==> src/rtl/alu_issue_stage_if.sv <==
// Command and result handshake bundle for the ALU issue stage.
// master drives commands and accepts results; slave is the stage.
interface alu_issue_stage_if #(
  parameter int TAG_W = 4
);
  logic             in_valid;
  logic             in_ready;
  logic [4:0]       in_op;
  logic [31:0]      in_src1;
  logic [31:0]      in_src2;
  logic [TAG_W-1:0] in_tag;
  logic             out_valid;
  logic             out_ready;
  logic [31:0]      out_data;
  logic             out_ovf;
  logic             out_err;
  logic [TAG_W-1:0] out_tag;

  modport master (
    output in_valid, in_op, in_src1, in_src2, in_tag,
    input  in_ready,
    input  out_valid, out_data, out_ovf, out_err, out_tag,
    output out_ready
  );

  modport slave (
    input  in_valid, in_op, in_src1, in_src2, in_tag,
    output in_ready,
    output out_valid, out_data, out_ovf, out_err, out_tag,
    input  out_ready
  );
endinterface

==> src/rtl/alu_issue_stage.sv <==
// Two-stage front end for the combinational ALU: issue register A
// drives the ALU, output register B captures its result.
module alu_issue_stage #(
  parameter int TAG_W = 4,
  parameter int CNT_W = 16
) (
  input  logic               clk,
  input  logic               rst_n,
  alu_issue_stage_if.slave   bus,
  output logic               alu_enable,
  output logic [4:0]         alu_op,
  output logic [31:0]        alu_src1,
  output logic [31:0]        alu_src2,
  input  logic [31:0]        alu_result,
  input  logic               alu_ovf,
  output logic               ovf_sticky,
  input  logic               clr_sticky,
  output logic [CNT_W-1:0]   op_count
);
  localparam logic [4:0] OP_LAST = 5'h0C;

  typedef struct packed {
    logic [4:0]       op;
    logic [31:0]      src1;
    logic [31:0]      src2;
    logic [TAG_W-1:0] tag;
    logic             illegal;
  } iss_t;

  typedef struct packed {
    logic [31:0]      data;
    logic             ovf;
    logic             err;
    logic [TAG_W-1:0] tag;
  } res_t;

  iss_t a_q, a_d;
  res_t b_q, b_d;
  logic a_valid, b_valid;
  logic advance, accept, consume;

  assign advance  = a_valid & (~b_valid | bus.out_ready);
  assign bus.in_ready = ~a_valid | advance;
  assign accept   = bus.in_valid & bus.in_ready;
  assign consume  = b_valid & bus.out_ready;

  assign a_d.op      = bus.in_op;
  assign a_d.src1    = bus.in_src1;
  assign a_d.src2    = bus.in_src2;
  assign a_d.tag     = bus.in_tag;
  assign a_d.illegal = bus.in_op > OP_LAST;

  assign alu_op     = a_q.op;
  assign alu_src1   = a_q.src1;
  assign alu_src2   = a_q.src2;
  assign alu_enable = a_valid & ~a_q.illegal;

  // Illegal ops never reach the ALU, so its outputs are ignored.
  always_comb begin
    b_d     = '0;
    b_d.tag = a_q.tag;
    unique case (1'b1)
      a_q.illegal: b_d.err = 1'b1;
      default: begin
        b_d.data = alu_result;
        b_d.ovf  = alu_ovf;
      end
    endcase
  end

  always_ff @(posedge clk or negedge rst_n) begin
    if (!rst_n) begin
      a_valid <= 1'b0;
      a_q     <= '0;
    end else if (accept) begin
      a_valid <= 1'b1;
      a_q     <= a_d;
    end else if (advance) begin
      a_valid <= 1'b0;
    end
  end

  always_ff @(posedge clk or negedge rst_n) begin
    if (!rst_n) begin
      b_valid <= 1'b0;
      b_q     <= '0;
    end else if (advance) begin
      b_valid <= 1'b1;
      b_q     <= b_d;
    end else if (bus.out_ready) begin
      b_valid <= 1'b0;
    end
  end

  always_ff @(posedge clk or negedge rst_n) begin
    if (!rst_n) begin
      ovf_sticky <= 1'b0;
    end else if (advance & b_d.ovf) begin
      ovf_sticky <= 1'b1;
    end else if (clr_sticky) begin
      ovf_sticky <= 1'b0;
    end
  end

  always_ff @(posedge clk or negedge rst_n) begin
    if (!rst_n) begin
      op_count <= '0;
    end else if (consume) begin
      op_count <= op_count + CNT_W'(1);
    end
  end

  assign bus.out_valid = b_valid;
  assign bus.out_data  = b_q.data;
  assign bus.out_ovf   = b_q.ovf;
  assign bus.out_err   = b_q.err;
  assign bus.out_tag   = b_q.tag;
endmodule

==> src/flat_wrapper.sv <==
// flat-port wrapper written by rule: the top's interface ports become plain ports
module alu_issue_stage_flat 
#(
  parameter int TAG_W = 4,
  parameter int CNT_W = 16
)
  (clk, rst_n, alu_enable, alu_op, alu_src1, alu_src2, alu_result, alu_ovf, ovf_sticky, clr_sticky, op_count, bus_in_valid, bus_in_op, bus_in_src1, bus_in_src2, bus_in_tag, bus_in_ready, bus_out_valid, bus_out_data, bus_out_ovf, bus_out_err, bus_out_tag, bus_out_ready);
  alu_issue_stage_if #(.TAG_W(TAG_W)) bus_i ();
  input  logic clk;
  input  logic rst_n;
  output logic alu_enable;
  output logic [4:0] alu_op;
  output logic [31:0] alu_src1;
  output logic [31:0] alu_src2;
  input  logic [31:0] alu_result;
  input  logic alu_ovf;
  output logic ovf_sticky;
  input  logic clr_sticky;
  output logic [CNT_W-1:0] op_count;
  input wire logic [$bits(bus_i.in_valid)-1:0] bus_in_valid;
  input wire logic [$bits(bus_i.in_op)-1:0] bus_in_op;
  input wire logic [$bits(bus_i.in_src1)-1:0] bus_in_src1;
  input wire logic [$bits(bus_i.in_src2)-1:0] bus_in_src2;
  input wire logic [$bits(bus_i.in_tag)-1:0] bus_in_tag;
  output wire logic [$bits(bus_i.in_ready)-1:0] bus_in_ready;
  output wire logic [$bits(bus_i.out_valid)-1:0] bus_out_valid;
  output wire logic [$bits(bus_i.out_data)-1:0] bus_out_data;
  output wire logic [$bits(bus_i.out_ovf)-1:0] bus_out_ovf;
  output wire logic [$bits(bus_i.out_err)-1:0] bus_out_err;
  output wire logic [$bits(bus_i.out_tag)-1:0] bus_out_tag;
  input wire logic [$bits(bus_i.out_ready)-1:0] bus_out_ready;
  assign bus_i.in_valid = bus_in_valid;
  assign bus_i.in_op = bus_in_op;
  assign bus_i.in_src1 = bus_in_src1;
  assign bus_i.in_src2 = bus_in_src2;
  assign bus_i.in_tag = bus_in_tag;
  assign bus_in_ready = bus_i.in_ready;
  assign bus_out_valid = bus_i.out_valid;
  assign bus_out_data = bus_i.out_data;
  assign bus_out_ovf = bus_i.out_ovf;
  assign bus_out_err = bus_i.out_err;
  assign bus_out_tag = bus_i.out_tag;
  assign bus_i.out_ready = bus_out_ready;
  alu_issue_stage #(.TAG_W(TAG_W), .CNT_W(CNT_W)) u_core (.clk(clk), .rst_n(rst_n), .bus(bus_i), .alu_enable(alu_enable), .alu_op(alu_op), .alu_src1(alu_src1), .alu_src2(alu_src2), .alu_result(alu_result), .alu_ovf(alu_ovf), .ovf_sticky(ovf_sticky), .clr_sticky(clr_sticky), .op_count(op_count));
endmodule
==> config.mk <==
export PLATFORM = sky130hd
export DESIGN_NAME = alu_issue_stage_flat
export DESIGN_NICKNAME = d
export VERILOG_FILES = /design/src/rtl/alu_issue_stage_if.sv /design/src/rtl/alu_issue_stage.sv /design/src/flat_wrapper.sv
export SDC_FILE = /design/constraint.sdc
export NUM_CORES = 1
export LEC_CHECK = 0
export ABC_CLOCK_PERIOD_IN_PS = 1600
export BUFFER_PORTS_ARGS = -buffer_cell sky130_fd_sc_hd__buf_2
export CAP_MARGIN = 30
export CORE_AREA = 8 8 120 122
export DETAILED_ROUTE_END_ITERATION = 7
export DIE_AREA = 0 0 128 130
export PLACE_DENSITY = 0.82
export SLEW_MARGIN = 20
export SYNTH_ARGS = -nofsm -noshare
export SYNTH_HDL_FRONTEND = slang
export SYNTH_SLANG_ARGS = --single-unit
==> constraint.sdc <==
create_clock -name clk -period 1.6 [get_ports clk]
set_clock_uncertainty 0.05 [all_clocks]
set_input_delay 0.32 -clock clk [delete_from_list [all_inputs] [get_ports clk]]
set_output_delay 0.32 -clock clk [all_outputs]
set_load 0.005 [all_outputs]
-- Word level (Yosys, flattened, before mapping)
Cells that the tools add are included.
W data, S select, Z words.
- order comparisons: 1
- bitwise operators: 10
- multiplexer cells: 8
- reductions and logical operators: 3
- $add $sub $neg: 1
- operators with widths (operator ; count):
    $mux W33 ; 1
    $add A16 B1 Y16 const B ; 1
    $mux W1 ; 7
    $reduce_bool A2 Y1 ; 3
    $and A1 B1 Y1 ; 5
    $gt A5 B4 Y1 const B ; 1
    $not A1 Y1 ; 3
    $or A1 B1 Y1 ; 2
- register bits: 131
- logic and storage cells: 36
- output and inout port bits: 127
- bits of input ports: 111

-- Longest topological paths before layout
Gate-level depths: netlist of run 1.
- depth after elaboration: 6
- gate-level depth with buffers: 6
- mapped depth without buffers: 5

-- Least setup slack after synthesis of run 1
OpenSTA, ideal clock, no wires.
- path kind: flip-flop to flip-flop
- from: register u_core.b_valid (netlist: u_core.bus.out_valid)
- to: register u_core.a_q[1] in the netlist's numbering
- path buffers: 2
- stages on the path, launching flop included: 6
- library setup time: 125 ps
- clock period less this slack: 1435 ps
- arrival: 1260 ps
- data required time: 1425 ps
- setup slack: 165 ps
- path through: dfrtp_1 nand3b_2 nand2_2 buf_6 buf_6 mux2_4
- longest elaborated chain between the ends: 5
- ends and longest elaborated chain (element ; RTL line ; RTL):
    start, declared ; alu_issue_stage.sv:39 ; logic a_valid, b_valid;
    start signal, assigned ; alu_issue_stage.sv:85 ; b_valid <= 1'b0;
    start signal, assigned ; alu_issue_stage.sv:88 ; b_valid <= 1'b1;
    start signal, assigned ; alu_issue_stage.sv:91 ; b_valid <= 1'b0;
    $not A1 Y1 ; alu_issue_stage.sv:42 ; assign advance = a_valid & (~b_valid | bus.out_ready);
    $or A1 B1 Y1 ; alu_issue_stage.sv:42 ;
    $and A1 B1 Y1 ; alu_issue_stage.sv:42 ;
    $or A1 B1 Y1 ; alu_issue_stage.sv:43 ; assign bus.in_ready = ~a_valid | advance;
    net bus_in_ready ; flat_wrapper.sv:25 ; output wire logic [$bits(bus_i.in_ready)-1:0] bus_in_ready;
    $and A1 B1 Y1 ; alu_issue_stage.sv:44 ; assign accept = bus.in_valid & bus.in_ready;
    end signal, assigned ; alu_issue_stage.sv:74 ; a_q <= '0;
    end signal, assigned ; alu_issue_stage.sv:77 ; a_q <= a_d;
    end, declared ; alu_issue_stage.sv:37 ; iss_t a_q, a_d;
The timed path passes the listed nets, and every way through them passes these cells.
A chain may end at the register's enable or synchronous reset.

-- Final worst setup path of run 1
- from: register u_core.a_valid
- to: output bus_in_ready
- longest elaborated chain between the ends: 2
- elaborated cells on any way between the ends: 3
- classes of those cells: bitwise: 3
- ends and longest elaborated chain (element ; RTL line ; RTL):
    start, declared ; alu_issue_stage.sv:39 ;
    start signal, assigned ; alu_issue_stage.sv:73 ; a_valid <= 1'b0;
    start signal, assigned ; alu_issue_stage.sv:76 ; a_valid <= 1'b1;
    start signal, assigned ; alu_issue_stage.sv:79 ; a_valid <= 1'b0;
    $and A1 B1 Y1 / $not A1 Y1 (equally long branches) ; alu_issue_stage.sv:42, alu_issue_stage.sv:43 ;
    $or A1 B1 Y1 (*) ; alu_issue_stage.sv:43 ;
    end, declared ; flat_wrapper.sv:25 ;
Mark *: on every way between the ends. The rest lies on a longest branch, timed or not.

==> results of run 1 <==
[state kept, by name, indices dropped and copies added, names as in the netlist]
signal / count
u_core.bus.out_data: 32
u_core.alu_op: 5
u_core.a_valid: 1
u_core.bus.out_ovf: 1
u_core.bus.out_err: 1
u_core.alu_src2: 32
u_core.a_q: 5
u_core.bus.out_tag: 4
u_core.alu_src1: 32
u_core.ovf_sticky: 1
u_core.bus.out_valid: 1
u_core.op_count: 16
[what timing repair did]
action                     4_1_cts  5_1_grt
setup buffers                    2        0
pin swaps                        1        0
hold buffers                     1        0
hold endpoints to repair        18        0
setup endpoints to repair        1       12
gates resized for setup          1        6
[logic make-up (layout without fill, tap and decap cells)]
group                      count (synthesis)  in the layout
DFF                                      131            131
adders and majority gates                  1              1
AOI/OAI and AO/OA                         35             35
xor gates and xnor gates                  15             15
and+or+nand+nor                          101            101
muxes                                     79             79
buffers and inverters                     91            291
[worst register-to-register path: cells and delay by family (launching register included)]
kind / cells / cell delay [ps]
flip-flops: 1 / 410
AND/OR/NAND/NOR: 3 / 610
XOR/XNOR: 1 / 150
adder cells (fa/ha/maj): 1 / 160
[stage by stage]
stage	TNS (ps)	utilization, %	area [um^2]	instances
finish	0	60.8	7540	825
global route	0	60.8	7540	825
CTS	0	60.6	7520	825
detailed placement	-21.1	54.8	6800	790
global placement	0	54.8	6800	790
floorplan	0	-	5850	453
[placed cells by master (no fill, tap or decap), types with 2 or more instances in the layout]
master,Yosys,routed
xnor2_1,12,12
nand2b_1,35,34
clkbuf_16,0,17
buf_6,2,2
clkinvlp_4,0,2
buf_12,0,6
mux2_4,48,48
buf_2,3,235
o21ai_0,34,32
mux2_2,31,31
dfrtp_1,131,131
bufinv_16,0,7
nor2_1,4,4
nor3_1,2,2
clkinv_2,0,3
nand2_1,43,42
inv_1,4,4
buf_4,69,11
o21ai_1,0,2
nand4_1,3,3
nand3_1,6,6
xor2_1,3,3
[power breakdown]
group          internal, W  switching [W]  total, W
Clock              0.00307        0.00140   0.00448
Sequential         0.00386       0.000351   0.00421
Combinational      0.00108       0.000863   0.00194
Total              0.00801        0.00262    0.0106
[routing by layer]
metal	vias to the layer above	share of wire, %
li1	1802	-
met2	151	53
met1	1875	38
met4	0	2.5
met5	-	0
met3	26	7.2
[worst paths after layout]
| kind | slack (ps) | depth (start not counted) | to | start |
|---|---|---|---|---|
| min in group asynchronous | 340 | 2 | u_core.op_count[5]$_DFFE_PN0P_ | rst_n |
| hold reg to reg | 420 | 2 | u_core.bus.out_data[0]$_DFFE_PN0P_ | u_core.bus.out_data[0]$_DFFE_PN0P_ |
| max in group asynchronous | 610 | 3 | u_core.alu_src1[5]$_DFFE_PN0P_ | rst_n |
| setup / recovery | 50 | 3 | bus_in_ready | u_core.a_valid$_DFFE_PN0P_ |
| setup reg to reg | 110 | 5 | u_core.op_count[8]$_DFFE_PN0P_ | u_core.op_count[0]$_DFFE_PN0P_ |
| hold / removal | 60 | 2 | u_core.ovf_sticky$_DFFE_PN0P_ | clr_sticky |
[final cells by class]
type / instances / area (um^2) / area share (%)
timing repair buffer: 255 / 1410 / 18.7
tap: 172 / 215 / 2.85
sequential: 131 / 3280 / 43.5
inverter: 4 / 15.0 / 0.199
clock buffer: 18 / 429 / 5.69
clock inverter: 14 / 258 / 3.42
multi-input combinational: 231 / 1940 / 25.7
==> impl_results.md, run 1 <==
* Status: finished clean
* Met3 GRT Util at under 10%
* Nets at 752
* CP top delay family: flip-flops
* Synth unique cells at 28
* Vias in the first global route at ~4300
* RSZ-0062 raised after global routing: no
* Tot Pwr at between 0.01 and 0.015 W
* TritonCTS clock tree: yes
* DRC viols at 0
* IO Pins at approximately 240
* Arrival time worst endpoint at between 1000 and 1500 ps
* Initial Utilization at a little under half
* Primary FF master, synth: dfrtp_1
* Cell row count at 41
* Bufs on Longest Clock Path at 2
* Via density at roughly 4.7
* Post-Synth Simple-Gate Area at under 10%
* FFs w/ async S/R, synth at 100%
* Leak pwr at about 3.9 nW
* Routability cong. at between 0.7 and 0.8
* H-tree Lvls at 4
* Area growth syn-to-layout at 29.0%
* Xor and xnor area share after synthesis at under 10%
* Power Density at between 1000 and 1500 nW/um^2
* Endpoints failing setup at 0
* Synth top cells by count: dfrtp_1 (131), buf_4 (69), mux2_4 (48)
* WS Path Type: reg2out
* Largest fanout on the critical path at 3
* Die extent in x at about 130 um
* EDFF count, synth at 0
* WHS at between 50 and 60 ps
* Worst setup SP type: flop
* Req. time, crit path at ~1200 ps
* Mapped Cells at between 400 and 500
* Ant diodes at 0
* Layout cells sized above 1 at between 50% and 60%
* Gr ovfl total at 0
* Mux cell area share after synthesis at roughly 18%
* Clk slew on worst S/H paths at around 60 ps
* Area leader, netlist: dfrtp_1
* Clock latency at the later pin of the worst-skew pair at 410 ps
* Post-Syn Area at between 5000 and 6000 um^2
* Slowest stage cell, crit path: dfrtp_1
* Synth Area in Compound Gates at ~3.0%
* Peak supply drop at just under 0.0007 V
* Fmax at between 600 and 700 MHz
* Core area at ~12000 um^2
* Final slew viol count at 0
* Mapped Avg Cell Area at ~13 um^2
* CP dominant cell by count: buf_6
* First-pass GRT wire length at 21900 um
* Chip Height at approximately 130 um
* Relative slew slack at approximately 79%
* Sequential area share after synthesis at about 56%
* Via count at approximately 3900
* Initial antenna violation count at 0
* Post-Synth Adder-Cell Area at less than 1%
* Synth Warn # at 0
* Final hold vios at 0
* Post-synth net total at around 570
* Filler cells at around 1000
* Hold Path Class: in2reg
* Post-DRT Antenna Nets at 0
* Wire per inst at around 17 um
* Busiest grt layer: met2
* Total wire length at around 14000 um
* Worst Setup End Kind: output pin
* M2 GR Usage at between 30 and 40%
* CP bufs+invs at 2
* Crit share post-route at 96.9%
* Most numerous cell in the Yosys netlist: dfrtp_1
* Pre-CTS setup slack at -7.18 ps
* GRT Total Usage at between 10% and 20%
* Die area at around 17000 um^2
* Largest family of logic cells by synthesized area: multiplexers
* Root Driver: clkbuf_16
* Max-Cap Viols at 0
* Worst Max-Slew Pin Slew at ~320 ps
* DR iter-0 viols at ~130
* Final worst slack at a little under 50 ps
* Met1 usage at ~17%
* Max incr delay on CP at slightly above 400 ps
* Clock tree sinks at 131
* DR pass1 iterations at 4
* Min cycle time layout at approximately 1600 ps
* CP Cell Sequence: nand3b_4 > buf_6 > buf_6
* DP HPWL at approximately 11000 um
* Synthesized flop and latch total at around 130
* Largest net degree at the start of global routing at 50
* Total CTS buffers at 17
* Share of the synthesized area in the top cell type at roughly 56%
* Largest cells by area after synthesis: dfrtp_1 (56%), mux2_4 (12%), buf_4 (8.9%), mux2_2 (6.0%), nand2b_1 (3.7%)
* Port bufs at roughly 240
Note: power is estimated with default switching activity, not from simulation.
==> run 2, diff against run 1 <==
GPL_TIMING_DRIVEN = 0   (was not set)
SETUP_SLACK_MARGIN = 0.3   (was not set)
==> impl_results.md, run 2 (synthesis gave the netlist of run 1 again) <==
* Commonest non-fill, non-tap cell in the layout: buf_2
* Final hold vios at 60 (+60)
* DR iter-0 viols at 274 (+110%)
* Worst Setup End Kind: flop
* H-tree Lvls at 4 (unchanged)
* DRC viols at 0 (unchanged)
* Fmax at 635 MHz (-1.5%)
* Clock tree sinks at 131 (unchanged)
* TritonCTS clock tree: yes
* Via count at 4915 (+28%)
* Largest net degree at the start of global routing at 72 (+44%)
* Slowest stage cell, crit path: dfrtp_2
* Endpoints failing setup at 0 (unchanged)
* CP Launch Point: u_core.a_valid$_DFFE_PN0P_
* Nets at 935 (+24%)
* Worst reg2reg path startpoint: u_core.a_valid$_DFFE_PN0P_
* Vias in the first global route at 5264 (+22%)
* Hold Path Class: in2async
* Crit share post-route at 98.4% (+1.5 points)
* IO Pins at 238 (unchanged)
* Die area at 16600 um^2 (unchanged)
* Core Util, Final at 80.6% (+20 points)
* DR pass1 iterations at 4 (unchanged)
* Clk slew on worst S/H paths at 60 ps (about the same)
* Initial antenna violation count at 0 (unchanged)
* Relative slew slack at 60.6% (-18 points)
* First-pass GRT wire length at 29100 um (+33%)
* GRT Total Usage at 22.9% (+5.8 points)
* Power Density at 1230 nW/um^2 (-13%)
* Final worst slack at 25.8 ps (-23.6 ps)
* Worst Max-Slew Pin Slew at 591 ps (+271 ps)
* Die extent in x at 128 um (unchanged)
* Worst setup SP type: flop
* Layout cells sized above 1 at 68.7% (+12 points)
* Clock latency at the later pin of the worst-skew pair at 410 ps (about the same)
* Bufs on Longest Clock Path at 2 (unchanged)
* Via density at 4.87 (+4.3%)
* Filler cells at 634 (-37%)
* WHS at -171 ps (-230 ps)
* Largest fanout on the critical path at 7 (+4)
* RSZ-0062 raised after global routing: yes
* Root Driver: clkbuf_16
* Routability cong. at 0.817 (+3.2%)
* Wire per inst at 20.6 um (+19%)
* Total wire length at 20800 um (+46%)
* Port bufs at 237 (unchanged)
* Peak supply drop at 0.000785 V (+14%)
* Gr ovfl total at 0 (unchanged)
* Chip Height at 130 um (unchanged)
* Area growth syn-to-layout at 71.1%
* Non-filler cells, final at 1009 (+22%)
* Cells after DPL at 863 (+9.2%)
* Req. time, crit path at 1840 ps (+610 ps)
* Core area at 12400 um^2 (unchanged)
* Leak pwr at 5.19 nW (+34%)
* DP HPWL at 11100 um (+2.2%)
* CP dominant cell by count: buf_12
* Pre-CTS setup slack at -28.8 ps (-21.6 ps)
* Arrival time worst endpoint at 1820 ps (+640 ps)
* Failing checks: hold timing
* Post-DRT Antenna Nets at 0 (unchanged)
* Cell row count at 41 (unchanged)
* Commonest cells after routing, fill and taps aside: buf_2 (162), buf_6 (157), dfrtp_1 (126)
* Status: complete, but fails checks
* WS Path Type: reg2reg
* Max-Cap Viols at 0 (unchanged)
* Max incr delay on CP at 450 ps (+40 ps)
* Total CTS buffers at 17 (unchanged)
* Min cycle time layout at 1570 ps (+23.6 ps)
* Initial Utilization at 47.1% (unchanged)
* Final slew viol count at 0 (unchanged)
* CP Cell Sequence: nand3b_4 > nand2_8 > buf_12 > buf_12 > buf_16 > mux2_4
run 2: timing repair:
action,in CTS,in global routing
cloned,6,1
endpoints found under the setup margin,229,251
pin swaps,11,9
gates resized for setup,191,57
setup buffers,57,49
endpoints found under the hold margin,60,60
run 2: path summary, 6_finish.rpt:
kind	cells past startpoint	to	slack (ps)
max in group asynchronous	2	u_core.a_q[0]$_DFFE_PN0P_	890
worst min-delay path	1	u_core.alu_src1[7]$_DFFE_PN0P_	-170
worst min register to register	2	u_core.bus.out_data[28]$_DFFE_PN0P_	430
min in group clk	2	u_core.ovf_sticky$_DFFE_PN0P_	50
worst max register to register	6	u_core.alu_src1[23]$_DFFE_PN0P_	30
worst max-delay path	6	u_core.alu_src1[23]$_DFFE_PN0P_	30
run 2: cell type report:
cell class / count / area (um^2) / share of cell area, %
Antenna cell: 1 / 2.50 / 0.0250
Buffer: 87 / 1020 / 10.2
Clock buffer: 22 / 454 / 4.54
Clock inverter: 10 / 156 / 1.56
Inverter: 4 / 15.0 / 0.150
Multi-Input combinational cell: 231 / 2080 / 20.8
Sequential cell: 131 / 3280 / 32.8
Tap cell: 172 / 215 / 2.15
Timing Repair Buffer: 351 / 2780 / 27.8
run 2: power by group:
part	leakage [nW]	total [W]	switching (W)	internal (W)
Combinational	3.31	0.00390	0.00138	0.00252
Clock	0.298	0.00410	0.00146	0.00264
Sequential	1.58	0.00431	0.000447	0.00386
Total	5.19	0.0123	0.00328	0.00902
run 2: per-stage QoR:
step	instance area, um^2	TNS [ps]	power (W)
2_1_floorplan	5870	0	0.00549
3_3_place_gp	7270	-192060	0.00642
3_5_place_dp	7310	-102	0.00653
4_1_cts	9440	0	0.0117
5_1_grt	10000	-14.2	0.0128
6_report	10000	0	0.0123
run 2: routing by layer:
| layer | vias up | wire [um] | part of all wire (%) | track usage (%) |
|---|---|---|---|---|
| li1 | 2175 | - | - | - |
| met1 | 2467 | 7290 | 35 | 23.7 |
| met2 | 218 | 11500 | 55 | 42.1 |
| met3 | 55 | 1320 | 6.3 | 6.57 |
| met4 | 0 | 687 | 3.3 | 11.0 |
| met5 | - | 0 | 0 | 0 |
run 2: worst max-delay path: cells and delay by family, from the launching register on:
| kind | cells | cell delay, ps |
|---|---|---|
| buf+inv | 3 | 420 |
| flops | 1 | 450 |
| simple gates | 2 | 210 |
| mux | 1 | 300 |
==> run 3, diff against run 2 <==
ABC_CLOCK_PERIOD_IN_PS = 1700   (was 1600)
clock period = 1.7 ns   (was 1.6 ns; I/O delays follow)
==> impl_results.md, run 3 (synthesis gave the netlist of run 1 again) <==
* Status: finished clean
* DRC viols at 0 (unchanged)
* Seq pwr share at 35.7% (+0.7 points)
* Final slew viol count at 0 (unchanged)
* Initial Utilization at 47.1% (unchanged)
* Cells after DPL at 863 (unchanged)
* Internal power at 0.00836 W (-7.3%)
* Non-filler cells, final at 983 (-2.6%)
* CP Launch Point: u_core.a_valid$_DFFE_PN0P_
* Total CTS buffers at 17 (unchanged)
* Root Driver: clkbuf_16
* Vias in the first global route at 4974 (-5.5%)
* Clock latency at the later pin of the worst-skew pair at 420 ps (about the same)
* Hold depth at 2
* Port bufs at 237 (unchanged)
* Met1 usage at 22.5% (-1.2 points)
* Cell row count at 41 (unchanged)
* First-pass GRT wire length at 27700 um (-4.7%)
* Largest net degree at the start of global routing at 79 (+9.7%)
* Post-DRT Antenna Nets at 0 (unchanged)
* Min cycle time layout at 1580 ps (+2.43 ps)
* GRT Total Usage at 21.9% (-1.1 points)
* Power Density at 1180 nW/um^2 (-4.2%)
* Req. time, crit path at 1940 ps (+100 ps)
* Final hold vios at 0 (-100%)
* H-tree Lvls at 4 (unchanged)
* Relative slew slack at 61.2% (+0.60 points)
* DP HPWL at 11500 um (+2.8%)
* Gr ovfl total at 0 (unchanged)
* Nets at 908 (-2.9%)
* Layout cells sized above 1 at 66.9% (-1.8 points)
* Bufs on Longest Clock Path at 2 (unchanged)
* Met3 GRT Util at 6.41% (-0.16 points)
* Leak pwr at 4.94 nW (-4.8%)
* Depth of the most critical reg-to-reg path at 6 (unchanged)
* DR iter-0 viols at 255 (-6.9%)
* Arrival time worst endpoint at 1820 ps (about the same)
* Chip Height at 130 um (unchanged)
* M2 GR Usage at 39.5% (-2.6 points)
* WS Path Type: reg2reg
* Endpoints failing setup at 0 (unchanged)
* RSZ-0062 raised after global routing: yes
* IO Pins at 238 (unchanged)
* Worst Max-Slew Pin Slew at 582 ps (-9.07 ps)
* Worst setup SP type: flop
* Worst reg2reg path startpoint: u_core.a_valid$_DFFE_PN0P_
* Max-Cap Viols at 0 (unchanged)
* Setup TNS at 0 ps (unchanged)
* Hold-critical path endpoint: u_core.ovf_sticky$_DFFE_PN0P_
* Area growth syn-to-layout at 65.7%
* Hold Crit Start: clr_sticky
* Internal reg-to-reg setup slack at 120 ps (+100 ps)
* Commonest cells after routing, fill and taps aside: buf_2 (165), buf_6 (150), dfrtp_1 (125)
* Hold Path Class: in2reg
* Fmax at 634 MHz (-0.15%)
* Clock power share at 34.6% (+1.3 points)
* TritonCTS clock tree: yes
* Core area at 12400 um^2 (unchanged)
* Busiest grt layer: met2
* Peak supply drop at 0.000873 V (+11%)
* Wire per inst at 19.9 um (-3.5%)
* DR pass1 iterations at 4 (unchanged)
* Die area at 16600 um^2 (unchanged)
* Commonest non-fill, non-tap cell in the layout: buf_2
* Capture point of the worst reg-to-reg path: u_core.alu_src1[22]$_DFFE_PN0P_
* Initial antenna violation count at 2 (+2)
* Switching Share at 26.7% (+0.055 points)
* Via density at 4.77 (-2.0%)
* Combinational Power Share at 29.7% (-2.0 points)
* Clock tree sinks at 131 (unchanged)
* Die extent in x at 128 um (unchanged)
* Via count at 4691 (-4.6%)
* Crit share post-route at 92.7% (-5.6 points)
* Worst Setup End Kind: flop
* Largest fanout on the critical path at 6 (-1)
* Filler cells at 703 (+11%)
* Net Sw Power at 0.00305 W (-7.1%)
* Clk slew on worst S/H paths at 60 ps (about the same)
* Routability cong. at 0.787 (-3.7%)
* Total wire length at 19600 um (-6.0%)
## run 3: changes by cell type in the layout (fill, tap and decap cells not counted), moves of 3 or more
cell        delta
buf_2          +3
buf_4         -26
buf_6          -7
clkbuf_1       -4
clkbuf_2       +3
clkinvlp_4     +4
mux2_2         +4
mux2_4         -4
nand2_2        +3
o21ai_0       +10
o21ai_1        -7
o21ai_2        -3
xnor2_1        +3
xnor2_2        -3
## run 3: area by class of cell
class                           count  area, um^2  share of cell area [%]
Antenna cell                        2        5.00                  0.0517
Buffer                             87         982                    10.1
Clock buffer                       19         453                    4.67
Clock inverter                     13         181                    1.87
Inverter                            4        15.0                   0.155
Multi-Input combinational cell    231        2010                    20.7
Sequential cell                   131        3290                    33.9
Tap cell                          172         215                    2.22
Timing Repair Buffer              324        2550                    26.3
## run 3: timing repair
item | CTS | global route
resized for setup | 173 | 31
setup endpoints to repair | 187 | 254
pin swaps | 4 | 12
hold buffers | 1 | 0
hold endpoints to repair | 77 | 0
buffers inserted | 47 | 32
gates cloned | 6 | 0
## run 3: stage by stage
step / hold slack (ps) / area (um^2) / worst slack, ps / total power, W / util, %
detailed placement: 374 / 7300 / 9.12 / 0.00615 / 58.8
finish: 64.8 / 9690 / 123 / 0.0114 / 78.0
global placement: 407 / 7270 / -1570 / 0.00602 / 58.5
CTS: 49.0 / 9320 / 120 / 0.0110 / 75.1
global route: 87.1 / 9690 / 92.3 / 0.0118 / 78.0
floorplan: -5.59 / 5870 / 326 / 0.00517 / -
## run 3: worst max-delay path, stage by stage, from the launching register on
cell and delay [ps]:
dfrtp_2 440, nand3b_4 140, nand2_8 90, buf_12 160
buf_12 130, buf_16 130, mux2_4 300
## run 3: layer usage
| metal | part of all wire [%] | routed length (um) | vias up |
|---|---|---|---|
| met3 | 6.3 | 1230 | 46 |
| met2 | 54 | 10500 | 198 |
| met1 | 36 | 7120 | 2320 |
| li1 | - | - | 2127 |
| met4 | 3.4 | 671 | 0 |
| met5 | 0 | 0 | - |
## run 3: power by group through the flow
stage          registers (W)  logic [W]  clock network [W]
2_1_floorplan        0.00397    0.00120                  0
3_3_place_gp         0.00397    0.00205                  0
3_5_place_dp         0.00402    0.00213                  0
4_1_cts              0.00399    0.00305            0.00395
5_1_grt              0.00411    0.00361            0.00412
6_report             0.00407    0.00339            0.00395
## run 3: worst max path at each step
stage / depth (start not counted) / end
final: 6 / u_core.alu_src1[22]$_DFFE_PN0P_
after global routing: 3 / alu_enable
after CTS: 3 / alu_enable
after detailed placement: 5 / u_core.bus.out_tag[0]$_DFFE_PN0P_
after global placement: 1 / u_core.bus.out_valid$_DFFE_PN0P_
after floorplan: 5 / u_core.op_count[8]$_DFFE_PN0P_
